<file path="src/rtl/fetch_pkg.sv">
// Shared types and constants for the instruction fetch stage.
package fetch_pkg;

    typedef logic [31:0] regval_t;

    typedef enum logic [0:0] {
        RUN           = 1'b0,
        WAIT_REDIRECT = 1'b1
    } fetch_state_t;

    localparam int unsigned INSTRUCTION_BYTES = 4;
    localparam int unsigned MAX_DEPTH         = 4;

    typedef logic [2:0] count_t;
    typedef logic [1:0] ptr_t;

endpackage

</file>
<file path="src/rtl/fetch_fifo.sv">
// Synchronous {pc, instruction} FIFO, DEPTH entries (1..4), with full clear and
// a clear that keeps only the head entry.
module fetch_fifo
    import fetch_pkg::*;
#(
    parameter int unsigned DEPTH = 2
) (
    input  logic    clock,
    input  logic    reset_n,
    input  logic    push,
    input  logic    pop,
    input  logic    clear,
    input  logic    clear_behind_head,
    input  regval_t push_pc,
    input  regval_t push_instruction,
    output count_t  count,
    output count_t  count_next,
    output regval_t head_pc,
    output regval_t head_instruction
);

    regval_t pc_mem_q    [0:MAX_DEPTH-1];
    regval_t pc_mem_d    [0:MAX_DEPTH-1];
    regval_t instr_mem_q [0:MAX_DEPTH-1];
    regval_t instr_mem_d [0:MAX_DEPTH-1];
    ptr_t    rd_ptr_q, rd_ptr_d;
    ptr_t    wr_ptr_q, wr_ptr_d;
    count_t  count_q,  count_d;

    // Storage is always MAX_DEPTH wide; pointers wrap at DEPTH so non-power-of-two depths work.
    function automatic ptr_t ptr_inc(input ptr_t p);
        if (p == ptr_t'(DEPTH - 1)) begin
            return 2'd0;
        end else begin
            return p + 2'd1;
        end
    endfunction

    // Next-state pointers, occupancy and storage.
    always_comb begin
        pc_mem_d    = pc_mem_q;
        instr_mem_d = instr_mem_q;
        rd_ptr_d    = rd_ptr_q;
        wr_ptr_d    = wr_ptr_q;
        count_d     = count_q;
        if (clear) begin
            wr_ptr_d = rd_ptr_q;
            count_d  = 3'd0;
        end else if (clear_behind_head) begin
            if (count_q == 3'd0) begin
                wr_ptr_d = rd_ptr_q;
                count_d  = 3'd0;
            end else if (pop) begin
                rd_ptr_d = ptr_inc(rd_ptr_q);
                wr_ptr_d = ptr_inc(rd_ptr_q);
                count_d  = 3'd0;
            end else begin
                wr_ptr_d = ptr_inc(rd_ptr_q);
                count_d  = 3'd1;
            end
        end else begin
            if (push) begin
                pc_mem_d[wr_ptr_q]    = push_pc;
                instr_mem_d[wr_ptr_q] = push_instruction;
                wr_ptr_d              = ptr_inc(wr_ptr_q);
            end else begin
                wr_ptr_d = wr_ptr_q;
            end
            if (pop) begin
                rd_ptr_d = ptr_inc(rd_ptr_q);
            end else begin
                rd_ptr_d = rd_ptr_q;
            end
            count_d = count_q + {2'b00, push} - {2'b00, pop};
        end
    end

    // FIFO state registers.
    always_ff @(posedge clock or negedge reset_n) begin
        if (!reset_n) begin
            for (int i = 0; i < MAX_DEPTH; i++) begin
                pc_mem_q[i]    <= 32'h0000_0000;
                instr_mem_q[i] <= 32'h0000_0000;
            end
            rd_ptr_q <= 2'd0;
            wr_ptr_q <= 2'd0;
            count_q  <= 3'd0;
        end else begin
            pc_mem_q    <= pc_mem_d;
            instr_mem_q <= instr_mem_d;
            rd_ptr_q    <= rd_ptr_d;
            wr_ptr_q    <= wr_ptr_d;
            count_q     <= count_d;
        end
    end

    assign count            = count_q;
    assign count_next       = count_d;
    assign head_pc          = pc_mem_q[rd_ptr_q];
    assign head_instruction = instr_mem_q[rd_ptr_q];

endmodule

</file>
<file path="src/rtl/fetch.sv">
// Instruction fetch stage: PC, pipelined imem reads, response FIFO toward decode.
// Optional FETCH_RESPONSE_BYPASS_EN presents a response in its arrival cycle.
module fetch
    import fetch_pkg::*;
#(
    parameter regval_t     RESET_PC = 32'h0000_0000,
    parameter int unsigned DEPTH    = 2
) (
    input  logic        clock,
    input  logic        reset_n,
    input  logic        hold,
    output logic        is_valid,
    output logic [31:0] pc,
    output logic [31:0] instruction,
    input  logic        is_pc_changing,
    input  logic        early_flush,
    input  logic        redirect_valid,
    input  logic [31:0] redirect_pc,
    output logic [29:0] imem_address,
    output logic        imem_read,
    input  logic        imem_waitrequest,
    input  logic [31:0] imem_readdata,
    input  logic        imem_readdatavalid
);

    fetch_state_t state_q, state_d;
    regval_t      fetch_pc_q, fetch_pc_d;
    regval_t      resp_pc_q, resp_pc_d;
    count_t       outstanding_q, outstanding_d;
    count_t       discard_q, discard_d;
    logic         read_q, read_d;
    logic [29:0]  addr_q, addr_d;
    logic         stale_req_q, stale_req_d;

    logic         accept_s, flush_s, clear_s, bypass_s, stale_s, take_s;
    logic         push_s, pop_s, cbh_s, req_stall_s, not_empty_s;
    count_t       out_after_s, fifo_count_s, fifo_count_next_s;
    regval_t      head_pc_s, head_instr_s, redirect_target_s;
    logic         unused_redirect_bits_s;

    assign redirect_target_s      = {redirect_pc[31:2], 2'b00};
    assign unused_redirect_bits_s = ^redirect_pc[1:0];
    assign not_empty_s            = (fifo_count_s != 3'd0);

    // Flow control: which response is kept, what the FIFO does, and the next fetch state.
    always_comb begin
        accept_s    = read_q && !imem_waitrequest;
        req_stall_s = read_q && imem_waitrequest;
        clear_s     = redirect_valid || early_flush;
        flush_s     = clear_s || is_pc_changing;
`ifdef FETCH_RESPONSE_BYPASS_EN
        bypass_s    = imem_readdatavalid && (discard_q == 3'd0) && !not_empty_s && !clear_s;
`else
        bypass_s    = 1'b0;
`endif
        // A response arriving alongside a flush is stale unless it is the word decode is looking at.
        stale_s     = clear_s || (is_pc_changing && !bypass_s);
        take_s      = imem_readdatavalid && (discard_q == 3'd0) && !stale_s;
        push_s      = take_s && !(bypass_s && !hold);
        pop_s       = not_empty_s && !hold;
        cbh_s       = is_pc_changing && !clear_s && not_empty_s;
        out_after_s = outstanding_q + {2'b00, accept_s} - {2'b00, imem_readdatavalid};

        outstanding_d = out_after_s;
        if (flush_s) begin
            discard_d = out_after_s;
        end else if (imem_readdatavalid && (discard_q != 3'd0)) begin
            discard_d = discard_q - 3'd1 + {2'b00, accept_s && stale_req_q};
        end else begin
            discard_d = discard_q + {2'b00, accept_s && stale_req_q};
        end

        if (accept_s) begin
            stale_req_d = 1'b0;
        end else if (flush_s && read_q) begin
            stale_req_d = 1'b1;
        end else begin
            stale_req_d = stale_req_q;
        end

        if (redirect_valid) begin
            fetch_pc_d = redirect_target_s;
            resp_pc_d  = redirect_target_s;
        end else begin
            fetch_pc_d = (accept_s && !stale_req_q) ?
                         fetch_pc_q + regval_t'(INSTRUCTION_BYTES) : fetch_pc_q;
            resp_pc_d  = take_s ? resp_pc_q + regval_t'(INSTRUCTION_BYTES) : resp_pc_q;
        end

        if (redirect_valid) begin
            state_d = RUN;
        end else if (early_flush || is_pc_changing) begin
            state_d = WAIT_REDIRECT;
        end else begin
            state_d = state_q;
        end

        // Issue decision for next cycle uses the post-edge counts, i.e. registered values then.
        if (req_stall_s) begin
            read_d = 1'b1;
            addr_d = addr_q;
        end else begin
            read_d = (state_d == RUN) &&
                     (({1'b0, outstanding_d} + {1'b0, fifo_count_next_s}) < 4'(DEPTH));
            addr_d = fetch_pc_d[31:2];
        end
    end

    // Fetch control registers.
    always_ff @(posedge clock or negedge reset_n) begin
        if (!reset_n) begin
            state_q       <= RUN;
            fetch_pc_q    <= RESET_PC;
            resp_pc_q     <= RESET_PC;
            outstanding_q <= 3'd0;
            discard_q     <= 3'd0;
            read_q        <= 1'b0;
            addr_q        <= RESET_PC[31:2];
            stale_req_q   <= 1'b0;
        end else begin
            state_q       <= state_d;
            fetch_pc_q    <= fetch_pc_d;
            resp_pc_q     <= resp_pc_d;
            outstanding_q <= outstanding_d;
            discard_q     <= discard_d;
            read_q        <= read_d;
            addr_q        <= addr_d;
            stale_req_q   <= stale_req_d;
        end
    end

    fetch_fifo #(.DEPTH(DEPTH)) u_fifo (
        .clock             (clock),
        .reset_n           (reset_n),
        .push              (push_s),
        .pop               (pop_s),
        .clear             (clear_s),
        .clear_behind_head (cbh_s),
        .push_pc           (resp_pc_q),
        .push_instruction  (imem_readdata),
        .count             (fifo_count_s),
        .count_next        (fifo_count_next_s),
        .head_pc           (head_pc_s),
        .head_instruction  (head_instr_s)
    );

    // Decode-facing outputs come from the FIFO head (or the arriving word when bypassing).
    always_comb begin
        is_valid = not_empty_s || bypass_s;
        if (not_empty_s) begin
            pc          = head_pc_s;
            instruction = head_instr_s;
        end else if (bypass_s) begin
            pc          = resp_pc_q;
            instruction = imem_readdata;
        end else begin
            pc          = 32'h0000_0000;
            instruction = 32'h0000_0000;
        end
    end

    assign imem_read    = read_q;
    assign imem_address = addr_q;

endmodule
</file>
<file path="config.mk">
export PLATFORM = sky130hd
export DESIGN_NAME = fetch
export DESIGN_NICKNAME = d
export VERILOG_FILES = /design/src/rtl/fetch_pkg.sv /design/src/rtl/fetch_fifo.sv /design/src/rtl/fetch.sv
export SDC_FILE = /design/constraint.sdc
export NUM_CORES = 1
export LEC_CHECK = 0
export BUFFER_PORTS_ARGS = -buffer_cell sky130_fd_sc_hd__buf_2
export CAP_MARGIN = 20
export CORE_MARGIN = 2
export CORE_UTILIZATION = 50
export CTS_CLUSTER_DIAMETER = 40
export DETAILED_ROUTE_END_ITERATION = 7
export GPL_TIMING_DRIVEN = 0
export PLACE_DENSITY = 0.77
export SLEW_MARGIN = 20
export SYNTH_ARGS = -nofsm -noshare
export SYNTH_HDL_FRONTEND = slang
export SYNTH_SLANG_ARGS = --single-unit
</file>
<file path="constraint.sdc">
create_clock -name clock -period 3.3 [get_ports clock]
set_input_delay 0 -clock clock [delete_from_list [all_inputs] [get_ports clock]]
set_output_delay 0 -clock clock [all_outputs]
set_load 0.1 [all_outputs]
</file>
Yosys cells after proc, flatten, opt, wreduce, memory -nomap -nowiden:

Index checks and enable logic that the tools add are counted.

* $add $sub $neg: 12
* magnitude comparators: 4
* equal/unequal tests: 3
* muxes and demuxes: 36
* bitwise logic cells: 5
* reductions and logical operators: 31

Operator list (count)
* 2-to-1 mux 32 bit: 11
* bitwise mux 128 bit: 2
* binary-select mux 32 bit (select 2 bit): 2
* adder 32 x 3 -> 32 bit (second input constant): 2
* demux 32 bit (select 2 bit): 1
* 2-to-1 mux 2 bit: 9
* 2-to-1 mux 3 bit: 5
* logical AND 1 bit: 13
* adder 3 x 1 -> 3 bit: 4
* nonzero test 3 bit: 3
* >= comparator 3 bit (second input constant): 2
* logical NOT 3 bit: 2
* 2-to-1 mux 1 bit: 6
* inverter 2 -> 3 bit: 2
* nonzero test 2 bit: 3
* subtractor 3 x 1 -> 3 bit: 2
* logical NOT 1 bit: 5
* adder 2 x 1 -> 2 bit (second input constant): 2
* adder 3 x 3 -> 4 bit: 1
* == test 2 x 1 -> 1 bit (second input constant): 2
* less-than comparator 4 x 2 -> 1 bit (second input constant): 1
* logical OR 1 bit: 3
* less-than comparator 3 x 1 -> 1 bit (second input constant): 1
* inverter 1 bit: 3
* other kinds (4): 4

* bits in registers: 366
* bits of input ports: 72

Longest topological paths before layout:

Gate-level depths: netlist of the first run.

* depth after elaboration: 12
* gate-level depth with buffers: 16
* gate-level depth less buffers: 15

By module:

Synthesis of the first run repeated with hierarchy kept, for this count alone.

* cells, all modules: 1248
* area, all modules: 17568.1 sq um

By module, submodules not included
* fetch_fifo: instances 1, cells each 659, area each 12069.1 sq um, seq. area each 6581.3 sq um
* fetch: instances 1, cells each 589, area each 5499.0 sq um, seq. area each 2477.4 sq um

Worst setup path after synthesis of the first run:

No wires, ideal clock.

* path type: flip-flop to flip-flop
* from: register read_q (netlist: imem_read)
* to: register read_q (netlist: imem_read)
* setup time: 0.086 ns
* data arrival time: 3.438 ns
* path slack: -0.223 ns
* cell stages (with the launch flop): 14
* path buffers: 0
* period minus slack after synthesis: 3.523 ns
* cells stage by stage: dfrtp_1 > nor2b_1 > inv_1 > ha_1 > inv_1 > ha_1 > fa_1 > xnor2_1 > xnor2_1 > ha_1 > nor2_1 > nor2_1 > or4_1 > a32oi_1

* longest elaborated chain between the ends: 7
* elaborated cells on any way between the ends: 8
* those cells by class: add/sub: 3; order compare: 1; mux: 1; reduce/logical: 3

Ends and longest elaborated chain
* start: declaration: line fetch.sv:31 `logic read_q, read_d;`
* start signal: assignment: line fetch.sv:126 `read_q <= read_d;`
* logical AND 1 bit: line fetch.sv:47 `accept_s = read_q && !imem_waitrequest;`
* adder 3 x 1 -> 3 bit: line fetch.sv:62 `out_after_s = outstanding_q + {2'b00, accept_s} - {2'b00, imem_readdatavalid};`
* subtractor 3 x 1 -> 3 bit: line fetch.sv:62
* via out_after_s[2]: line fetch.sv:37 `count_t out_after_s, fifo_count_s, fifo_count_next_s;`
* adder 3 x 3 -> 4 bit: line fetch.sv:104 `(({1'b0, outstanding_d} + {1'b0, fifo_count_next_s}) < 4'(DEPTH));`
* less-than comparator 4 x 2 -> 1 bit: line fetch.sv:104
* logical AND 1 bit: line fetch.sv:103 `read_d = (state_d == RUN) &&`
* 2-to-1 mux 1 bit: line fetch.sv:99 `if (req_stall_s) begin`
* via read_d: line fetch.sv:31

The timed path passes the listed nets, and every way through them passes these cells.
A chain may end at the register's enable or synchronous reset.

Worst setup path after layout of the first run:

* from: register u_fifo.count_q[1] (netlist: u_fifo.count[1])
* to: register read_q (netlist: imem_read)

* elaborated cells on any way between the ends: 14
* those cells by class: add/sub: 3; order compare: 1; mux: 5; reduce/logical: 5

RTL lines
* start: declaration: line fetch_fifo.sv:28 `count_t count_q, count_d;`
* start signal: assignment: line fetch_fifo.sv:93 `count_q <= count_d;`
* parallel branches: the longest is 3 deep, another holds adder 3 x 1 -> 3 bit
* 2-to-1 mux 3 bit *: line fetch_fifo.sv:49 `end else if (clear_behind_head) begin`
* 2-to-1 mux 3 bit *: line fetch_fifo.sv:46 `if (clear) begin`
* via fifo_count_next_s[1]: line fetch.sv:37
* adder 3 x 3 -> 4 bit *: line fetch.sv:104
* less-than comparator 4 x 2 -> 1 bit *: line fetch.sv:104
* logical AND 1 bit *: line fetch.sv:103
* 2-to-1 mux 1 bit *: line fetch.sv:99
* via read_d: line fetch.sv:31

Mark *: on every way through the listed nets, which the timed path passes.

==> results.yml, run 1 <==
detailed_routing:
  routed-via-count: 11790
  wirelength_um: 42900
  wl_per_cell_um: 21.02
  route.detailed.drc: 0
  dr.pass1.iters: 5
  route.detailed.vias_per_inst: 5.776
  drt_iter0_drc: 815
  antenna_left: 0
clock_tree:
  cts_tree: "done"
  numCtsBuffers: 45
  cts.sinks: 354
  clockBufferDepth: 3
  root_buffer: "clkbuf_16"
  ctsHtreeMaxLevel: 2
  worstSkewPairLatency_ns: 0.54
  clk_pin_slew_ns: 0.06
run:
  cap_violations: 0
die:
  core_area_um2: 32700
  fp.dieW_um: 186.6
  num_rows: 66
  start_util_pct: 50.96
  die_h_um: 186.6
  pin_count: 168
  floorplan.die_area_um2: 34810
sta:
  setup_tns_ns: 0
  setup_ws_ns: 0.004856
  hold_ws_ns: 0.04686
  tightest_slew_ns: 0.8960
  skew_ns: 0.02153
  post-route-period-util_pct: 99.85
  rsz0062_at_grt: "true"
  hold_viol_final: 0
  fin_crit_ns: 3.295
  timing.fmax_mhz: 303.5
  drv_slew: 0
  relSlewSlack_pct: 40.27
  setup_viol: 0
synth:
  synth_edf_count: 0
  yosysTopAreaCell: "dfrtp_1"
  synthArstFlopShare_pct: 100.0
  synthesis.area_um2: 16660
  seq_area_frac_synth_pct: 53.16
  yosysWarnings: 0
  ys_seq_elements: 354
  syn_avg_cell_area_um2: 13.08
  synth_ff_type: "dfrtp_1"
  synthTopCellsByArea: "dfrtp_1 (53%), mux2_2 (17%), mux4_2 (8.4%)"
  synth_top_area_share_pct: 53.16
  synth_cell_types: 56
  syn_inst: 1274
worst_setup_path:
  r2r_cells: 10
  worst-path-stages: 10
  criticalPathCategory: "reg -> reg"
  cp.required_ns: 3.76
  cp-end-kind: "flop"
  r2r_end: "imem_read"
  crit_fanout: 2
  crit_end: "imem_read"
  worst-path-buf-inv: 1
  cp-startpoint: "u_fifo.count[1]"
  cp_cell_sequence: "or3_4 > nor2b_4 > ha_4 > inv_2 > ha_4 > fa_2 > and3_4 > fa_1 > or4_4 > a32oi_1"
  slowest_delay_ns: 0.53
  critical-path-top-delay-family: "adder cells"
  critPathSlowestCell: "or4_4"
  cpMostUsedCell: "ha_4"
  timing.rr.start: "u_fifo.count[1]"
  r2r_slack_ns: 0.005
  crit_arrival_ns: 3.75
  worst_setup_path_start_kind: "flop"
placed_design:
  hpwl_um: 28360
  pre_cts_ws_ns: -0.2293
  place_area_um2: 18190
  gp_congestion: 0.9128
  portBuffers: 163
final_layout:
  fillers: 2387
  drive_above_1_share_pct: 39.21
  finalInstanceArea_um2: 20560
  diodes: 0
  final_common_cell: "dfrtp_1"
  fin_nets: 1650
  syn2layout_area_growth_pct: 23.39
  layout_common_cells: "dfrtp_1 (353), mux2_2 (249), buf_2 (196)"
run_status:
  outcome: "finished, final reports clean"
grt:
  met3_usage_pct: 3.950
  antenna_found_initial: 0
  use_met1_pct: 33.54
  overflow: 0
  groute.usage.overall_pct: 24.76
  grt_max_degree: 100
  grt_pass1_vias: 12590
  grt_pass1_wl_um: 68700
  top_usage_layer: "met2"
  use_met2_pct: 41.73
power_and_ir_drop:
  ir_worst_vdd_mv: 0.7271
  p_leak_uw: 0.009758
  power_density_nw_per_um2: 673.5
min_path:
  hp-class: "in -> async"
[tightest hold or removal path: stages]
cell and delay (ns):
dlygate4sd3_1 0.56, buf_8 0.15, buf_12 0.22
[flip-flops by register name, indices dropped and copies added, names as in the netlist]
register	count
u_fifo.pc_mem_q	120
u_fifo.wr_ptr_q	2
fetch_pc_q	30
resp_pc_q	30
state_q	1
u_fifo.instr_mem_q	128
u_fifo.rd_ptr_q	2
stale_req_q	1
outstanding_q	3
imem_read	1
imem_address	30
u_fifo.count	3
discard_q	3
[routing by layer]
metal / vias up / routed length, µm
li1: 5218 / -
met3: 93 / 2920
met1: 5974 / 17940
met2: 504 / 21010
met5: - / 0
met4: 0 / 1030
[cells in the mapped netlist, types with 9 or more instances]
| master | n |
|---|---|
| dfrtp_1 | 354 |
| mux2_2 | 249 |
| nand2_1 | 73 |
| and2_1 | 68 |
| mux4_2 | 62 |
| nor2_1 | 53 |
| clkbuf_1 | 40 |
| buf_2 | 34 |
| o21ai_0 | 32 |
| nand3_1 | 29 |
| inv_1 | 26 |
| nor3_1 | 25 |
| a21oi_1 | 24 |
| xnor2_1 | 24 |
| o311ai_0 | 18 |
| xor2_1 | 16 |
| ha_1 | 12 |
| nand4_1 | 11 |
| nor4_1 | 9 |
[worst min path at each step]
stage,start,end,slack (ns),cells past startpoint
6_report,reset_n,u_fifo.instr_mem_q[24],0.05,3
2_1_floorplan,reset_n,discard_q[0],-0.30,0
4_1_cts,reset_n,u_fifo.instr_mem_q[84],0.04,3
3_3_place_gp,redirect_pc[27],fetch_pc_q[27],0.25,2
3_5_place_dp,reset_n,u_fifo.instr_mem_q[119],-0.10,1
5_1_grt,reset_n,u_fifo.instr_mem_q[54],0.06,3
[where the power goes]
part	total, µW	switching, µW	internal [µW]
clock network	5030	1980	3050
logic	3320	1900	1420
registers	5500	452	5050
total	13800	4330	9510
[kinds of logic (layout without fill, tap and decap cells)]
group                    count (synthesis)  count (layout)  synth area share (%)
other                                    1               2               0.02250
multiplexers                           326             326                 26.17
buffers and inverters                  112             436                 2.883
AND/OR/NAND/NOR                        311             311                 9.791
XOR/XNOR                                40              40                 2.102
adder cells (fa/ha/maj)                 15              15                 1.261
AO/OA/AOI/OAI                          115             115                 4.618
flip-flops                             354             354                 53.16
[through the flow]
| stage | util [%] | std cells | power [µW] |
|---|---|---|---|
| after floorplan | - | 1275 | 7875 |
| after global placement | 55.26 | 1880 | 8542 |
| after detailed placement | 55.63 | 1884 | 8694 |
| after CTS | 62.76 | 2041 | 13830 |
| after global routing | 62.88 | 2041 | 14430 |
| final | 62.88 | 2041 | 13850 |
[layout make-up]
class,count,area [µm²],share of cell area (%)
clock buffer,57,1252,6.091
sequential,354,8860,43.09
timing repair buffer,242,1687,8.203
clock inverter,26,299.0,1.454
multi-input combinational,809,7431,36.14
inverter,27,106.4,0.5172
buffer,84,374.1,1.819
tap,442,553.0,2.690
[what timing repair did]
action                                  CTS  global route
setup buffers                             4             0
pin swaps                                 6             8
hold buffers                             71             0
endpoints found under the setup margin    1             1
gates resized for setup                   7             6
hold endpoints to repair                425             0
(Power assumes the default switching activity.)
==> run 2, diff against run 1 <==
--- a/config.mk
+++ b/config.mk
@@ -8,11 +8,11 @@
 export BUFFER_PORTS_ARGS = -buffer_cell sky130_fd_sc_hd__buf_2
 export CAP_MARGIN = 20
 export CORE_MARGIN = 2
-export CORE_UTILIZATION = 50
+export CORE_UTILIZATION = 30
 export CTS_CLUSTER_DIAMETER = 40
 export DETAILED_ROUTE_END_ITERATION = 7
 export GPL_TIMING_DRIVEN = 0
-export PLACE_DENSITY = 0.77
+export PLACE_DENSITY = 0.53
 export SLEW_MARGIN = 20
 export SYNTH_ARGS = -nofsm -noshare
 export SYNTH_HDL_FRONTEND = slang
==> run 2 against run 1 <==
Via count shrank 2.3%. Critical path type unchanged. Combinational power about the same. Hold slack lost 0.014 ns. Cell count increased by 15%. Largest power group is now clock. Largest cell class unchanged. Clock power increased by 17%.
==> results.yml, run 2 (synthesis results as in run 1) <==
power_and_ir_drop:
  pwr-share-seq_pct: 37.3
  power.switching_uw: 4433
  p_sw_share_pct: 30.23
  power_frac_clock_pct: 40.2
  combPwrFrac_pct: 22.5
  power_density_nw_per_um2: 691.2
  internal_power_uw: 10230
  finalPower_uw: 14660
  p_leak_uw: 0.009892
  ir_worst_vdd_mv: 0.6548
grt:
  antenna_found_initial: 1
  grt_max_degree: 101
  overflow: 0
  grt_pass1_wl_um: 70860
  grt_pass1_vias: 11990
  groute.usage.overall_pct: 16.11
final_layout:
  regMostFlops: "u_fifo.instr_mem_q"
  stdcell_count: 2355
  drive_above_1_share_pct: 39.54
  syn2layout_area_growth_pct: 27.31
  reg_top3: "u_fifo.instr_mem_q (128), u_fifo.pc_mem_q (120)"
  multi_input_area_um2: 7422
  finalInstanceArea_um2: 21220
  layout_common_cells: "dfrtp_1 (353), mux2_2 (249), buf_2 (195)"
  area.sequential_um2: 8860
  post-route-util_pct: 38.59
  largest_reg_flops: 128
  final_common_cell: "dfrtp_1"
  fin_nets: 1655
  fillers: 5344
sta:
  drv_slew: 0
  rsz0062_at_grt: "true"
  tightest_slew_ns: 0.9411
  hold_ws_ns: 0.03317
  skew_ns: 0.02028
  post-route-period-util_pct: 99.45
  hold_viol_final: 0
  timing.fmax_mhz: 304.7
  setup_viol: 0
  fin_crit_ns: 3.282
  relSlewSlack_pct: 37.26
placed_design:
  gp_congestion: 0.9077
  place_area_um2: 18570
  dp.cells: 2190
  portBuffers: 163
  hpwl_um: 31880
clock_tree:
  root_buffer: "clkbuf_16"
  clockBufferDepth: 3
  cts_tree: "done"
  cts.sinks: 354
  worstSkewPairLatency_ns: 0.59
  ctsHtreeMaxLevel: 2
  numCtsBuffers: 51
  clk_pin_slew_ns: 0.06
die:
  core_area_um2: 54990
  start_util_pct: 30.31
  pin_count: 168
  floorplan.die_area_um2: 57450
  die_h_um: 239.7
  num_rows: 86
  fp.dieW_um: 239.7
detailed_routing:
  dr.pass1.iters: 7
  antenna_left: 0
  routed-via-count: 11520
  wl_per_cell_um: 19.41
  route.detailed.vias_per_inst: 4.893
  route.detailed.drc: 0
  drt_iter0_drc: 695
  wirelength_um: 45700
run:
  cap_violations: 0
worst_setup_path:
  worst_setup_path_start_kind: "flop"
  cp-end-kind: "flop"
  worst-path-buf-inv: 1
  cp.required_ns: 3.79
  criticalPathCategory: "reg -> reg"
  critical-path-top-delay-family: "adder cells"
  cpMostUsedCell: "ha_4"
  cp_cell_sequence: "or3_4 > nor2b_4 > ha_4 > inv_2 > ha_4 > fa_2 > and3_4 > fa_1 > or4_1 > a32oi_1"
  crit_arrival_ns: 3.77
  crit_fanout: 2
  r2r_slack_ns: 0.02
  slowest_delay_ns: 0.52
  critPathSlowestCell: "or4_1"
min_path:
  hp-class: "in -> async"
run_status:
  outcome: "finished, final reports clean"
==> run 2: changes by cell type in the layout (fill, tap and decap cells not counted), sizes merged <==
cell,delta
bufinv,+6
clkbuf,+4
inv,-4
clkinv,+3
buf,-2
diode,+1
==> run 2: final timing paths <==
| kind | endpoint | startpoint | cells past startpoint |
|---|---|---|---|
| setup reg to reg | imem_read | u_fifo.count[0] | 10 |
| max in group asynchronous | imem_read | reset_n | 4 |
| setup / recovery | imem_read | u_fifo.count[0] | 10 |
| hold / removal | u_fifo.instr_mem_q[118] | reset_n | 3 |
| min in group clock | fetch_pc_q[28] | redirect_pc[28] | 3 |
| hold reg to reg | u_fifo.pc_mem_q[88] | u_fifo.pc_mem_q[88] | 2 |
==> run 2: tightest hold or removal path: stages <==
cell	delay (ns)
dlygate4sd3_1	0.56
buf_8	0.12
buf_16	0.37
==> run 2: power by group through the flow <==
stage          sequential (µW)  clock, µW  combinational (µW)
6_report                  5480       5890                3290
5_1_grt                   5570       6210                3570
3_3_place_gp              5500          0                3170
2_1_floorplan             6050          0                1830
3_5_place_dp              5530          0                3230
4_1_cts                   5460       6020                3310
==> run 2: metrics by stage <==
stage          TNS (ns)  setup slack [ns]
2_1_floorplan  -0.01881          -0.01881
3_3_place_gp   -1652.92            -5.380
5_1_grt        -0.08458          -0.08458
4_1_cts               0          0.003296
3_5_place_dp    -0.3115           -0.3115
6_report              0           0.01808
==> run 2: timing repair <==
action / in CTS / in global routing
buffers inserted: 4 / 0
gates resized for setup: 7 / 6
pin swaps: 6 / 4
hold buffers: 70 / 0
setup endpoints to repair: 1 / 1
hold endpoints to repair: 454 / 0
==> run 2: metal layers <==
layer | GRT usage, % | part of all wire (%)
met1 | 22.53 | 46
met2 | 25.59 | 46
met3 | 2.870 | 5.6
met4 | 4.508 | 2.0
met5 | 0 | 0
==> run 2: cell type report <==
type	instances	area share, %
flip-flops and latches	354	41.76
clock inverters	31	2.200
multi-input cells	809	34.98
clock buffers	60	6.505
well taps	748	4.411
diodes	1	0.01179
plain buffers	84	1.775
repair buffers	241	7.855
inverters	27	0.5013
